==> config.mk <==
export PLATFORM = sky130hd
export DESIGN_NAME = hash_byte_serializer_flat
export DESIGN_NICKNAME = d
export VERILOG_FILES = /design/src/rtl/blake2_io_pkg.sv /design/src/rtl/hash_byte_serializer_if.sv /design/src/rtl/hash_byte_serializer.sv /design/src/flat_wrapper.sv
export SDC_FILE = /design/constraint.sdc
export NUM_CORES = 1
export LEC_CHECK = 0
export CORE_MARGIN = 2
export CORE_UTILIZATION = 51
export DETAILED_ROUTE_END_ITERATION = 8
export PLACE_DENSITY = 0.81
export SLEW_MARGIN = 20
export SYNTH_ARGS = -nofsm -noshare
export SYNTH_HDL_FRONTEND = slang
export SYNTH_SLANG_ARGS = --single-unit
==> constraint.sdc <==
create_clock -name clk -period 17.7 [get_ports clk]
set_input_delay 1.77 -clock clk [delete_from_list [all_inputs] [get_ports clk]]
set_output_delay 1.77 -clock clk [all_outputs]
set_load 0.005 [all_outputs]
==> src/rtl/blake2_io_pkg.sv <==
// rtl/blake2_io_pkg.sv - shared constants and types for the BLAKE2 byte-serial I/O path
//
// Purpose: common definitions used by the command/data input path and the
// digest serializer.
// Contents:
//   HASH_BYTES          maximum digest length in bytes (state is 8*HASH_BYTES wide)
//   serializer_state_t  digest serializer FSM states
//   CMD_*               byte-serial command codes used by the input path
package blake2_io_pkg;

  localparam int HASH_BYTES = 64;

  typedef enum logic {
    IDLE   = 1'b0,
    STREAM = 1'b1
  } serializer_state_t;

  localparam logic [7:0] CMD_CONF  = 8'h00;
  localparam logic [7:0] CMD_START = 8'h01;
  localparam logic [7:0] CMD_DATA  = 8'h02;
  localparam logic [7:0] CMD_LAST  = 8'h03;

endpackage

==> src/rtl/hash_byte_serializer_if.sv <==
// rtl/hash_byte_serializer_if.sv - capture and byte-stream signals of the digest serializer
//
// Purpose: bundles the final-hash capture inputs and the digest byte outputs.
// Signals:
//   hash_v_i      final hash valid pulse (h_i, nn_i valid)
//   h_i           final chaining state, byte k = h_i[8k+7:8k]
//   nn_i          requested digest length in bytes
//   hash_v_o      digest byte valid
//   hash_o        digest byte
//   hash_first_o  first byte of a digest
//   hash_last_o   last byte of a digest
//   busy_o        digest streaming
//   drop_o        capture request rejected
// Modports: master drives the capture side, slave is the serializer.
interface hash_byte_serializer_if
  import blake2_io_pkg::*;
#(
  parameter int HASH_BYTES = blake2_io_pkg::HASH_BYTES
);

  logic                    hash_v_i;
  logic [8*HASH_BYTES-1:0] h_i;
  logic [7:0]              nn_i;
  logic                    hash_v_o;
  logic [7:0]              hash_o;
  logic                    hash_first_o;
  logic                    hash_last_o;
  logic                    busy_o;
  logic                    drop_o;

  modport master (
    output hash_v_i, h_i, nn_i,
    input  hash_v_o, hash_o, hash_first_o, hash_last_o, busy_o, drop_o
  );

  modport slave (
    input  hash_v_i, h_i, nn_i,
    output hash_v_o, hash_o, hash_first_o, hash_last_o, busy_o, drop_o
  );

endinterface

==> src/rtl/hash_byte_serializer.sv <==
// rtl/hash_byte_serializer.sv - streams a captured final hash out one byte per cycle, LSB first
//
// Purpose: latches the final chaining state and digest length on a valid
// pulse, then emits len bytes with first/last markers. Back-to-back digests
// are accepted on the last byte of the running one so streams are gapless.
// Ports:
//   clk     clock
//   nreset  synchronous active-low reset
//   bus     hash_byte_serializer_if.slave (capture inputs, byte stream outputs)
module hash_byte_serializer
  import blake2_io_pkg::*;
#(
  parameter int HASH_BYTES = blake2_io_pkg::HASH_BYTES,
  parameter int CNT_W      = 7
) (
  input  logic                   clk,
  input  logic                   nreset,
  hash_byte_serializer_if.slave  bus
);

  serializer_state_t       r_state;
  serializer_state_t       w_state_nxt;
  logic [8*HASH_BYTES-1:0] r_shift;
  logic [8*HASH_BYTES-1:0] w_shift_nxt;
  logic [CNT_W-1:0]        r_cnt;
  logic [CNT_W-1:0]        w_cnt_nxt;
  logic [CNT_W-1:0]        r_len;
  logic [CNT_W-1:0]        w_len_nxt;
  logic [CNT_W-1:0]        w_nn_len;

  logic                    w_at_last;
  logic                    w_accept;
  logic                    w_stream_nxt;

  logic                    r_hash_v;
  logic [7:0]              r_hash;
  logic                    r_first;
  logic                    r_last;
  logic                    r_drop;

  // Requested length saturated to the state size; compared at full width so
  // large nn_i values cannot alias.
  always_comb begin
    w_nn_len = CNT_W'(bus.nn_i);
    if (32'(bus.nn_i) > HASH_BYTES) begin
      w_nn_len = CNT_W'(HASH_BYTES);
    end
  end

  assign w_at_last = (r_state == STREAM) && (r_cnt == r_len - CNT_W'(1));
  // A new digest may start while idle or exactly on the last byte of the
  // running one; anything else is dropped.
  assign w_accept  = bus.hash_v_i && (bus.nn_i != 8'h00) &&
                     ((r_state == IDLE) || w_at_last);

  always_comb begin
    w_state_nxt = r_state;
    w_shift_nxt = r_shift;
    w_cnt_nxt   = r_cnt;
    w_len_nxt   = r_len;
    if (w_accept) begin
      w_state_nxt = STREAM;
      w_shift_nxt = bus.h_i;
      w_cnt_nxt   = '0;
      w_len_nxt   = w_nn_len;
    end else if (r_state == STREAM) begin
      if (w_at_last) begin
        w_state_nxt = IDLE;
      end else begin
        w_shift_nxt = r_shift >> 8;
        w_cnt_nxt   = r_cnt + CNT_W'(1);
      end
    end
  end

  assign w_stream_nxt = (w_state_nxt == STREAM);

  always_ff @(posedge clk) begin
    if (!nreset) begin
      r_state <= IDLE;
      r_cnt   <= '0;
      r_len   <= '0;
    end else begin
      r_state <= w_state_nxt;
      r_cnt   <= w_cnt_nxt;
      r_len   <= w_len_nxt;
    end
  end

  // Shift register content is irrelevant while idle, so it carries no reset.
  always_ff @(posedge clk) begin
    r_shift <= w_shift_nxt;
  end

  // Outputs are registered from next-state values so the byte presented in a
  // cycle always matches the state/counter held in that same cycle.
  always_ff @(posedge clk) begin
    if (!nreset) begin
      r_hash_v <= 1'b0;
      r_hash   <= 8'h00;
      r_first  <= 1'b0;
      r_last   <= 1'b0;
      r_drop   <= 1'b0;
    end else begin
      r_hash_v <= w_stream_nxt;
      r_hash   <= w_stream_nxt ? w_shift_nxt[7:0] : 8'h00;
      r_first  <= w_stream_nxt && (w_cnt_nxt == '0);
      r_last   <= w_stream_nxt && (w_cnt_nxt == w_len_nxt - CNT_W'(1));
      r_drop   <= bus.hash_v_i && !w_accept;
    end
  end

  assign bus.hash_v_o     = r_hash_v;
  assign bus.hash_o       = r_hash;
  assign bus.hash_first_o = r_first;
  assign bus.hash_last_o  = r_last;
  assign bus.busy_o       = (r_state == STREAM);
  assign bus.drop_o       = r_drop;

endmodule

==> src/flat_wrapper.sv <==
// flat-port wrapper written by rule: the top's interface ports become plain ports
module hash_byte_serializer_flat import blake2_io_pkg::*;
#(
  parameter int HASH_BYTES = blake2_io_pkg::HASH_BYTES,
  parameter int CNT_W      = 7
)
  (clk, nreset, bus_hash_v_i, bus_h_i, bus_nn_i, bus_hash_v_o, bus_hash_o, bus_hash_first_o, bus_hash_last_o, bus_busy_o, bus_drop_o);
  hash_byte_serializer_if #(.HASH_BYTES(HASH_BYTES)) bus_i ();
  input  logic clk;
  input  logic nreset;
  input wire logic [$bits(bus_i.hash_v_i)-1:0] bus_hash_v_i;
  input wire logic [$bits(bus_i.h_i)-1:0] bus_h_i;
  input wire logic [$bits(bus_i.nn_i)-1:0] bus_nn_i;
  output wire logic [$bits(bus_i.hash_v_o)-1:0] bus_hash_v_o;
  output wire logic [$bits(bus_i.hash_o)-1:0] bus_hash_o;
  output wire logic [$bits(bus_i.hash_first_o)-1:0] bus_hash_first_o;
  output wire logic [$bits(bus_i.hash_last_o)-1:0] bus_hash_last_o;
  output wire logic [$bits(bus_i.busy_o)-1:0] bus_busy_o;
  output wire logic [$bits(bus_i.drop_o)-1:0] bus_drop_o;
  assign bus_i.hash_v_i = bus_hash_v_i;
  assign bus_i.h_i = bus_h_i;
  assign bus_i.nn_i = bus_nn_i;
  assign bus_hash_v_o = bus_i.hash_v_o;
  assign bus_hash_o = bus_i.hash_o;
  assign bus_hash_first_o = bus_i.hash_first_o;
  assign bus_hash_last_o = bus_i.hash_last_o;
  assign bus_busy_o = bus_i.busy_o;
  assign bus_drop_o = bus_i.drop_o;
  hash_byte_serializer #(.HASH_BYTES(HASH_BYTES), .CNT_W(CNT_W)) u_core (.clk(clk), .nreset(nreset), .bus(bus_i));
endmodule
==> impl_metrics.json, run 1 <==
{
  "ioPinCount": 536,
  "worst_setup_path_end_kind": "register",
  "synth.area.top_cells": "sky130_fd_sc_hd__edfxtp_1 (64%), sky130_fd_sc_hd__nand2_1 (16%), sky130_fd_sc_hd__nand3_1 (11%)",
  "avgViaCountPerCell": 5.52,
  "clk_root_buffer_cell": "sky130_fd_sc_hd__clkbuf_16",
  "final_common_cell": "sky130_fd_sc_hd__nand2_1",
  "drive_gt1_frac": 0.0391,
  "worstSetupStartpointType": "input port",
  "synth_async_sr_flop_share": 0,
  "grt_start_max_net_pins": 271,
  "finalSetupViolations": 0,
  "antenna_violating_nets_post_route": 0,
  "std_cell_rows": 79,
  "global_route_wire_length_before_repair_mm": 99.0,
  "first_global_vias": 18284,
  "r2r_start": "u_core.r_len[0]",
  "fmax_ghz": 0.164,
  "max-slew-margin-rel": 0.261,
  "port_buffers": 535,
  "die_height_um": 220,
  "synthesis.nets": 2896,
  "first_iter_violations": 2282,
  "critical_path.startpoint": "bus_nn_i[7]",
  "route.detailed.drc": 0,
  "cts-root-to-sink-buffers": 3,
  "postSynthCellCount": 2370,
  "status": "finished clean",
  "post_cts_resized": 0,
  "timing.hold.worst.class": "register to register",
  "overflow": 0,
  "total_power_w": 0.00358,
  "cp.required_ns": 17.89,
  "maxSlewViolCount": 0,
  "post_synth_instance_area_um2": 23700,
  "numClockSinks": 530,
  "synth_cell_type_count": 49,
  "criticalPathCategory": "input port to register",
  "avgSynthCellArea_um2": 10.0,
  "cts_setup_buffers": 0,
  "area_of_combinational_cells_with_multiple_inputs_um2": 7380,
  "antenna_violations_before_repair": 15,
  "total_cts_buffers": 54,
  "number_of_synthesized_flops_with_an_enable_pin": 504,
  "worst-slew-pin-transition_ns": 1.11,
  "final-hold-violation-count": 0,
  "final.period_utilization": 0.344,
  "clock_transition_time_at_the_flip_flop_clock_pins_of_the_worst_setup_and_hold_paths_ns": 0.06,
  "finalWirelength_mm": 66.6,
  "rsz_0062_raised_after_global_routing": "no",
  "postCtsHoldBufs": 0,
  "fillerInstances": 3495,
  "seq_area_frac_synth": 0.660,
  "sum_of_negative_setup_slack_ns": 0,
  "design.final.nets": 3326,
  "routed_wire_length_per_instance_um": 19.2,
  "initial_utilization": 0.513,
  "tritoncts": "done",
  "vdd_ir_drop_max_uv": 72.0,
  "drt_first_pass_iters": 5,
  "fin_skew_ns": 0.0315,
  "synth_to_final_area_change_pct": 31.1,
  "final.min_clock_period_ns": 6.08,
  "grt_usage": 0.264,
  "dpl.hpwl_mm": 43.5,
  "power.leakage_nw": 13.4,
  "routabilityCongestion": 0.914,
  "netlist.top_cell.by_area": "sky130_fd_sc_hd__edfxtp_1",
  "ctsHtreeMaxLevel": 2,
  "synth_top_cell_area_share": 0.638,
  "path_max_fanout": 165,
  "layout_common_cells": "sky130_fd_sc_hd__nand2_1 (1013), sky130_fd_sc_hd__clkdlybuf4s50_1 (535), sky130_fd_sc_hd__nand3_1 (510)",
  "sequential_cell_area_um2": 15700,
  "design.die.area_um2": 48300,
  "ys_seq_elements": 530,
  "layout.core_utilization": 0.672,
  "core-area_um2": 46300,
  "drv.max_cap_violation_count": 0,
  "pwr_density_cell_nw_per_um2": 115,
  "synthesis.yosys.warnings": 0,
  "holdCritStartpoint": "u_core.r_shift[498]",
  "clk_latency_worst_skew_pair_ns": 0.61,
  "arrival_time_of_data_at_the_critical_path_endpoint_ns": 6.27,
  "vias": 19108,
  "synth_top_flop_cell": "sky130_fd_sc_hd__edfxtp_1",
  "die_w_um": 220
}
==> cells in the mapped netlist (all sizes together), types with 2 or more instances <==
master	number
edfxtp	504
nor2b	9
and2b	2
o211a	2
nor4	2
or3	2
xnor2	12
buf	4
nand4b	2
a21oi	8
nand3	510
nand2b	2
nor3	6
inv	7
and2	14
and3	5
ha	3
xor2	7
nor2	12
o211ai	2
o311a	2
mux2i	4
dfxtp	26
nand4	3
nand2	1013
o21ai	6
a21boi	10
clkbuf	174
and4	2
==> per-stage QoR <==
| stage | instance area, um^2 | instances | hold slack [ns] | worst slack [ns] |
|---|---|---|---|---|
| 6_report | 31100 | 3459 | 0.503 | 11.62 |
| 5_1_grt | 31100 | 3452 | 0.516 | 11.26 |
| 4_1_cts | 31000 | 3448 | 0.503 | 11.66 |
| 3_5_place_dp | 29300 | 3350 | 0.490 | 11.04 |
| 3_3_place_gp | 29300 | 3350 | 0.486 | 10.92 |
| 2_1_floorplan | 23700 | 2370 | 0.484 | 4.85 |
==> final cells by class <==
class | count | share of cell area
diodes | 10 | 0.000805
clock inverters | 34 | 0.00913
clock buffers | 64 | 0.0453
flip-flops and latches | 530 | 0.503
inverters | 7 | 0.00125
well taps | 607 | 0.0244
multi-input cells | 1655 | 0.237
repair buffers | 552 | 0.178
==> cells by family (layout without fill, tap and decap cells) <==
family                   Yosys count  count (layout)  share of synthesized area
XOR/XNOR                          19              19                    0.00701
buffers and inverters            185             657                     0.0296
multiplexers                       5               5                    0.00216
flip-flops                       530             530                      0.660
adder cells (fa/ha/maj)            3               3                    0.00158
other                              0              10                          0
AO/OA/AOI/OAI                     40              40                     0.0134
AND/OR/NAND/NOR                 1588            1588                      0.287
==> power by group <==
| group | total [W] | internal, W | leakage (nW) | switching (W) |
|---|---|---|---|---|
| Combinational | 0.000568 | 0.000230 | 6.78 | 0.000338 |
| Sequential | 0.00190 | 0.00180 | 5.85 | 0.0000967 |
| Clock | 0.00111 | 0.000626 | 0.819 | 0.000484 |
| Total | 0.00358 | 0.00266 | 13.4 | 0.000919 |
==> final timing paths <==
path	depth (start not counted)	slack, ns	end
max	8	11.62	u_core.r_shift[136]
min reg2reg	2	0.50	u_core.r_shift[490]
min	2	0.50	u_core.r_shift[490]
max reg2reg	11	12.84	u_core.r_shift[366]
==> routing by layer <==
metal | track usage | vias to the layer above | part of all wire
li1 | - | 8987 | -
met1 | 0.345 | 9110 | 0.39
met2 | 0.423 | 854 | 0.47
met3 | 0.0769 | 133 | 0.10
met4 | 0.0942 | 24 | 0.029
met5 | 0 | - | 0.0023
==> worst max-delay path, stage by stage <==
cell,delay (ns)
sky130_fd_sc_hd__clkdlybuf4s50_1,0.40
sky130_fd_sc_hd__nor2_1,0.46
sky130_fd_sc_hd__nand4_1,0.21
sky130_fd_sc_hd__and2_4,0.44
sky130_fd_sc_hd__nor4_4,0.78
sky130_fd_sc_hd__clkinv_8,0.72
sky130_fd_sc_hd__buf_4,0.68
sky130_fd_sc_hd__buf_4,0.59
==> state kept, by name (all words and copies together), names as in the netlist <==
signal and flops:
u_core.r_shift 504, u_core.bus.drop_o 1, u_core.r_len 7, u_core.bus.hash_first_o 1, u_core.bus.hash_o 8, u_core.r_cnt 7, u_core.bus.hash_last_o 1, u_core.bus.busy_o 1
Power figures use the tool's default switching activity.
==> run 2, diff against run 1 <==
==> constraint.sdc (replaced) <==
create_clock -name clk -period 6.17 [get_ports clk]
set_input_delay 0.617 -clock clk [delete_from_list [all_inputs] [get_ports clk]]
set_output_delay 0.617 -clock clk [all_outputs]
set_load 0.005 [all_outputs]
==> impl_metrics.json, run 2 (synthesis gave the netlist of run 1 again) <==
{
  "grt_util_met3": 0.0796,
  "design.die.area_um2": 48300,
  "design.final.nets": 3330,
  "antenna_violations_before_repair": 26,
  "worst_setup_path_end_kind": "register",
  "route.detailed.drc": 0,
  "max-slew-margin-rel": 0.232,
  "clock_transition_time_at_the_flip_flop_clock_pins_of_the_worst_setup_and_hold_paths_ns": 0.06,
  "final.period_utilization": 0.676,
  "final_common_cell": "sky130_fd_sc_hd__nand2_1",
  "grt_busiest_layer": "met2",
  "grt_usage": 0.267,
  "synth_to_final_area_change_pct": 31.5,
  "fmax_ghz": 0.240,
  "routabilityCongestion": 0.903,
  "finalWirelength_mm": 67.3,
  "timing.hold.worst.class": "register to register",
  "grt.met2_usage": 0.432,
  "power.leakage_nw": 13.5,
  "first_global_vias": 18465,
  "numClockSinks": 530,
  "first_iter_violations": 2279,
  "die_height_um": 220,
  "largest_stage_delay_on_the_critical_path_ns": 0.85,
  "cts-root-to-sink-buffers": 3,
  "finalSetupViolations": 0,
  "criticalPathCategory": "register to register",
  "total_cts_buffers": 56,
  "initial_utilization": 0.513,
  "final_cell_count_no_fill": 3469,
  "port_buffers": 535,
  "cp.required_ns": 6.62,
  "core-area_um2": 46300,
  "maxSlewViolCount": 0,
  "vdd_ir_drop_max_uv": 277,
  "holdCritStartpoint": "u_core.r_shift[151]",
  "path_max_fanout": 102,
  "drive_gt1_frac": 0.0389,
  "max_flop_register": "u_core.r_shift",
  "final-hold-violation-count": 0,
  "timing.critical_path.slowest_stage_cell": "sky130_fd_sc_hd__buf_4",
  "clk_root_buffer_cell": "sky130_fd_sc_hd__clkbuf_16",
  "count_of_placed_standard_cells_including_taps": 3353,
  "worst-slew-pin-transition_ns": 1.15,
  "rsz_0062_raised_after_global_routing": "no",
  "total_power_w": 0.0104,
  "die_w_um": 220,
  "antenna_violating_nets_post_route": 0,
  "drt_first_pass_iters": 6,
  "postCtsHoldBufs": 0,
  "pwr_density_cell_nw_per_um2": 333,
  "final.min_clock_period_ns": 4.17,
  "dpl.hpwl_mm": 43.9,
  "ioPinCount": 536,
  "grt_start_max_net_pins": 239,
  "critical_path.cell_chain": "inv_1, ha_1, nand2b_1, a21oi_1, o311a_1, or3_4, buf_4, buf_4, nand2_1, nand2_1",
  "arrival_time_of_data_at_the_critical_path_endpoint_ns": 4.62,
  "worstSetupStartpointType": "register",
  "routed_wire_length_per_instance_um": 19.4,
  "clk_latency_worst_skew_pair_ns": 0.61,
  "critical_path.startpoint": "u_core.r_len[0]",
  "std_cell_rows": 79,
  "cp_top_family": "buffers and inverters",
  "largest_register_ffs": 504,
  "avgViaCountPerCell": 5.55,
  "r2r_start": "u_core.r_len[0]",
  "vias": 19256,
  "fin_skew_ns": 0.0275,
  "drv.max_cap_violation_count": 0,
  "ctsHtreeMaxLevel": 2,
  "path_buf_inv": 3,
  "global_route_wire_length_before_repair_mm": 99.2,
  "layout_common_cells": "sky130_fd_sc_hd__nand2_1 (1013), sky130_fd_sc_hd__clkdlybuf4s50_1 (535), sky130_fd_sc_hd__nand3_1 (510)",
  "post_cts_resized": 0,
  "tritoncts": "done",
  "cts_setup_buffers": 0,
  "overflow": 0,
  "grt_use_met1": 0.340,
  "status": "finished clean"
}
## run 2: cell count changes in the layout (fill, tap and decap cells not counted), moves of 3 or more
cell,delta
sky130_fd_sc_hd__clkbuf_1,+3
sky130_fd_sc_hd__clkinv_2,-4
sky130_fd_sc_hd__clkinv_1,+7
sky130_fd_sc_hd__buf_12,+3
## run 2: worst min-delay path: cells and delay by family (launching register included)
kind	cells	cell delay, ns
flip-flops	1	0.32
AND/OR/NAND/NOR	2	0.09
## run 2: worst paths after layout
path | to | cells past startpoint | slack (ns)
min | u_core.r_shift[143] | 2 | 0.51
max | u_core.r_shift[142] | 10 | 2.00
min reg2reg | u_core.r_shift[143] | 2 | 0.51
max reg2reg | u_core.r_shift[142] | 10 | 2.00
## run 2: report_power, final
group          switching [W]  internal (W)
Clock                0.00138       0.00190
Sequential          0.000304       0.00518
Combinational       0.000968      0.000660
## run 2: per-layer routing
metal | share of wire | vias to the layer above
met2 | 0.48 | 916
met4 | 0.033 | 32
met5 | 0.0030 | -
met1 | 0.39 | 9141
met3 | 0.099 | 162
li1 | - | 9005
## run 2: layout make-up
class,instances,area (um^2)
clock inverters,35,298
diodes,12,30.0
fillers,3455,15100
repair buffers,554,5570
inverters,7,30.0
clock buffers,69,1470
multi-input cells,1655,7380
flip-flops and latches,530,15700
well taps,607,759
## run 2: per-stage QoR
step,utilization,setup TNS (ns),worst slack [ns],area [um^2],hold WS (ns)
2_1_floorplan,-,-1907.27,-3.78,23700,0.484
3_3_place_gp,0.636,0,2.27,29400,0.485
3_5_place_dp,0.636,0,2.10,29400,0.490
4_1_cts,0.674,0,2.11,31200,0.505
5_1_grt,0.674,0,1.75,31200,0.518
6_report,0.675,0,2.00,31200,0.506
==> run 3, diff against run 2 <==
--- a/config.mk
+++ b/config.mk
@@ -6,9 +6,9 @@
 export NUM_CORES = 1
 export LEC_CHECK = 0
 export CORE_MARGIN = 2
-export CORE_UTILIZATION = 51
+export CORE_UTILIZATION = 46
 export DETAILED_ROUTE_END_ITERATION = 8
-export PLACE_DENSITY = 0.81
+export PLACE_DENSITY = 0.77
 export SLEW_MARGIN = 20
 export SYNTH_ARGS = -nofsm -noshare
 export SYNTH_HDL_FRONTEND = slang
==> constraint.sdc (replaced) <==
create_clock -name clk -period 3.74 [get_ports clk]
set_input_delay 0.374 -clock clk [delete_from_list [all_inputs] [get_ports clk]]
set_output_delay 0.374 -clock clk [all_outputs]
set_load 0.005 [all_outputs]
==> impl_metrics.json, run 3 (synthesis gave the netlist of run 1 again) <==
{
  "status": "finished clean",
  "drive_gt1_frac": 0.0448,
  "crit_top_cell": "sky130_fd_sc_hd__o311a_1",
  "drv.max_cap_violation_count": 0,
  "drt_first_pass_iters": 5,
  "vdd_ir_drop_max_uv": 392,
  "critical_path.startpoint": "u_core.r_len[0]",
  "worst_slack_on_hold_paths_ns": 0.367,
  "largest_register_ffs": 504,
  "routabilityCongestion": 0.895,
  "final.min_clock_period_ns": 3.39,
  "port_buffers": 535,
  "finalSetupViolations": 0,
  "avgViaCountPerCell": 5.34,
  "cts_setup_buffers": 0,
  "tritoncts": "done",
  "cts-root-to-sink-buffers": 3,
  "std_cell_rows": 83,
  "dpl.hpwl_mm": 44.7,
  "clk_latency_worst_skew_pair_ns": 0.60,
  "grt_usage": 0.242,
  "r2r.worst_path.cells": 11,
  "count_of_placed_standard_cells_including_taps": 3437,
  "fmax_ghz": 0.295,
  "synth_to_final_area_change_pct": 32.6,
  "routed_wire_length_per_instance_um": 19.0,
  "first_iter_violations": 2055,
  "largest_stage_delay_on_the_critical_path_ns": 0.45,
  "antenna_violating_nets_post_route": 0,
  "clock_transition_time_at_the_flip_flop_clock_pins_of_the_worst_setup_and_hold_paths_ns": 0.06,
  "max_flop_register": "u_core.r_shift",
  "final.period_utilization": 0.908,
  "final_common_cell": "sky130_fd_sc_hd__nand2_1",
  "final-hold-violation-count": 0,
  "design.die.area_um2": 53400,
  "timing.hold.worst.class": "input port to register",
  "antenna_violations_before_repair": 14,
  "maxSlewViolCount": 0,
  "worstHoldPathCells": 3,
  "arrival_time_of_data_at_the_critical_path_endpoint_ns": 3.89,
  "pwr_density_cell_nw_per_um2": 547,
  "worst-slew-pin-transition_ns": 1.06,
  "worst_setup_path_end_kind": "register",
  "final_cell_count_no_fill": 3544,
  "power.leakage_nw": 13.6,
  "design.final.nets": 3341,
  "numClockSinks": 530,
  "die_w_um": 231,
  "max-slew-margin-rel": 0.290,
  "fillerInstances": 4106,
  "initial_utilization": 0.464,
  "die_height_um": 231,
  "vias": 18913,
  "criticalPathCategory": "register to register",
  "first_global_vias": 18318,
  "reg2reg_setup_slack_ns": 0.35,
  "finalWirelength_mm": 67.4,
  "route.detailed.drc": 0,
  "total_cts_buffers": 56,
  "path_max_fanout": 6,
  "setup.worst_path.end": "u_core.bus.hash_last_o",
  "rr_endpoint": "u_core.bus.hash_last_o",
  "fin_skew_ns": 0.0187,
  "r2r_start": "u_core.r_len[0]",
  "ioPinCount": 536,
  "clk_root_buffer_cell": "sky130_fd_sc_hd__clkbuf_16",
  "critical_path.cell_chain": "inv_1, ha_1, nand2b_1, o211a_1, o311a_1, or3_4, a21o_1, a221o_2, xnor2_1, o311a_1, a2111oi_2",
  "post_cts_resized": 0,
  "worstSetupStartpointType": "register",
  "sum_of_negative_setup_slack_ns": 0,
  "timing.critical_path.slowest_stage_cell": "sky130_fd_sc_hd__o311a_1",
  "ctsHtreeMaxLevel": 2,
  "global_route_wire_length_before_repair_mm": 101,
  "grt_start_max_net_pins": 236,
  "layout_common_cells": "sky130_fd_sc_hd__nand2_1 (1013), sky130_fd_sc_hd__clkdlybuf4s50_1 (535), sky130_fd_sc_hd__nand3_1 (510)",
  "core-area_um2": 51200,
  "postCtsHoldBufs": 0,
  "overflow": 0,
  "cp.required_ns": 4.24,
  "rsz_0062_raised_after_global_routing": "no"
}
## run 3: worst max-delay path: cells and delay by family, from the launching register on
| family | cells | cell delay [ns] |
|---|---|---|
| simple gates | 2 | 0.62 |
| compound gates | 6 | 1.87 |
| fa+ha+maj | 1 | 0.24 |
| xor+xnor | 1 | 0.13 |
| flops | 1 | 0.39 |
| buf+inv | 1 | 0.06 |
## run 3: stage by stage
step / instance area (um^2) / utilization / worst slack (ns) / total power (W)
after floorplan: 23700 / - / -6.21 / 0.0105
after global placement: 29700 / 0.579 / 0.411 / 0.0117
after detailed placement: 29700 / 0.579 / 0.392 / 0.0118
after CTS: 31400 / 0.614 / 0.366 / 0.0173
after global routing: 31500 / 0.614 / 0.136 / 0.0180
final: 31500 / 0.615 / 0.346 / 0.0172
## run 3: report_power, final
part	internal (W)	switching, W	total, W
registers	0.00853	0.000505	0.00904
clock network	0.00316	0.00234	0.00549
logic	0.00111	0.00158	0.00269
total	0.0128	0.00442	0.0172
## run 3: cell type report
type                            instances  area (um^2)  area share
Antenna cell                            6         15.0    0.000477
Tap cell                              680          851      0.0270
Sequential cell                       530        15700       0.498
Timing Repair Buffer                  565         5730       0.182
Clock buffer                           64         1470      0.0468
Clock inverter                         37          323      0.0103
Multi-Input combinational cell       1655         7380       0.235
Inverter                                7         30.0    0.000954
## run 3: per-layer routing
layer | part of all wire | wire length [um] | GRT usage | vias up
met1 | 0.40 | 27000 | 0.313 | 8996
met4 | 0.022 | 1500 | 0.0661 | 20
met2 | 0.49 | 32800 | 0.404 | 779
li1 | - | - | - | 9012
met5 | 0.0019 | 128 | 0 | -
met3 | 0.089 | 6020 | 0.0623 | 106
## run 3: how the worst min path moves through the flow
stage                         from                    to  slack, ns
2_1_floorplan  u_core.r_shift[108]   u_core.r_shift[100]       0.48
3_3_place_gp   u_core.r_shift[242]   u_core.r_shift[234]       0.49
3_5_place_dp   u_core.r_shift[358]   u_core.r_shift[350]       0.49
4_1_cts                 bus_h_i[4]  u_core.bus.hash_o[4]       0.33
5_1_grt                 bus_h_i[0]  u_core.bus.hash_o[0]       0.36
6_report                bus_h_i[1]  u_core.bus.hash_o[1]       0.37
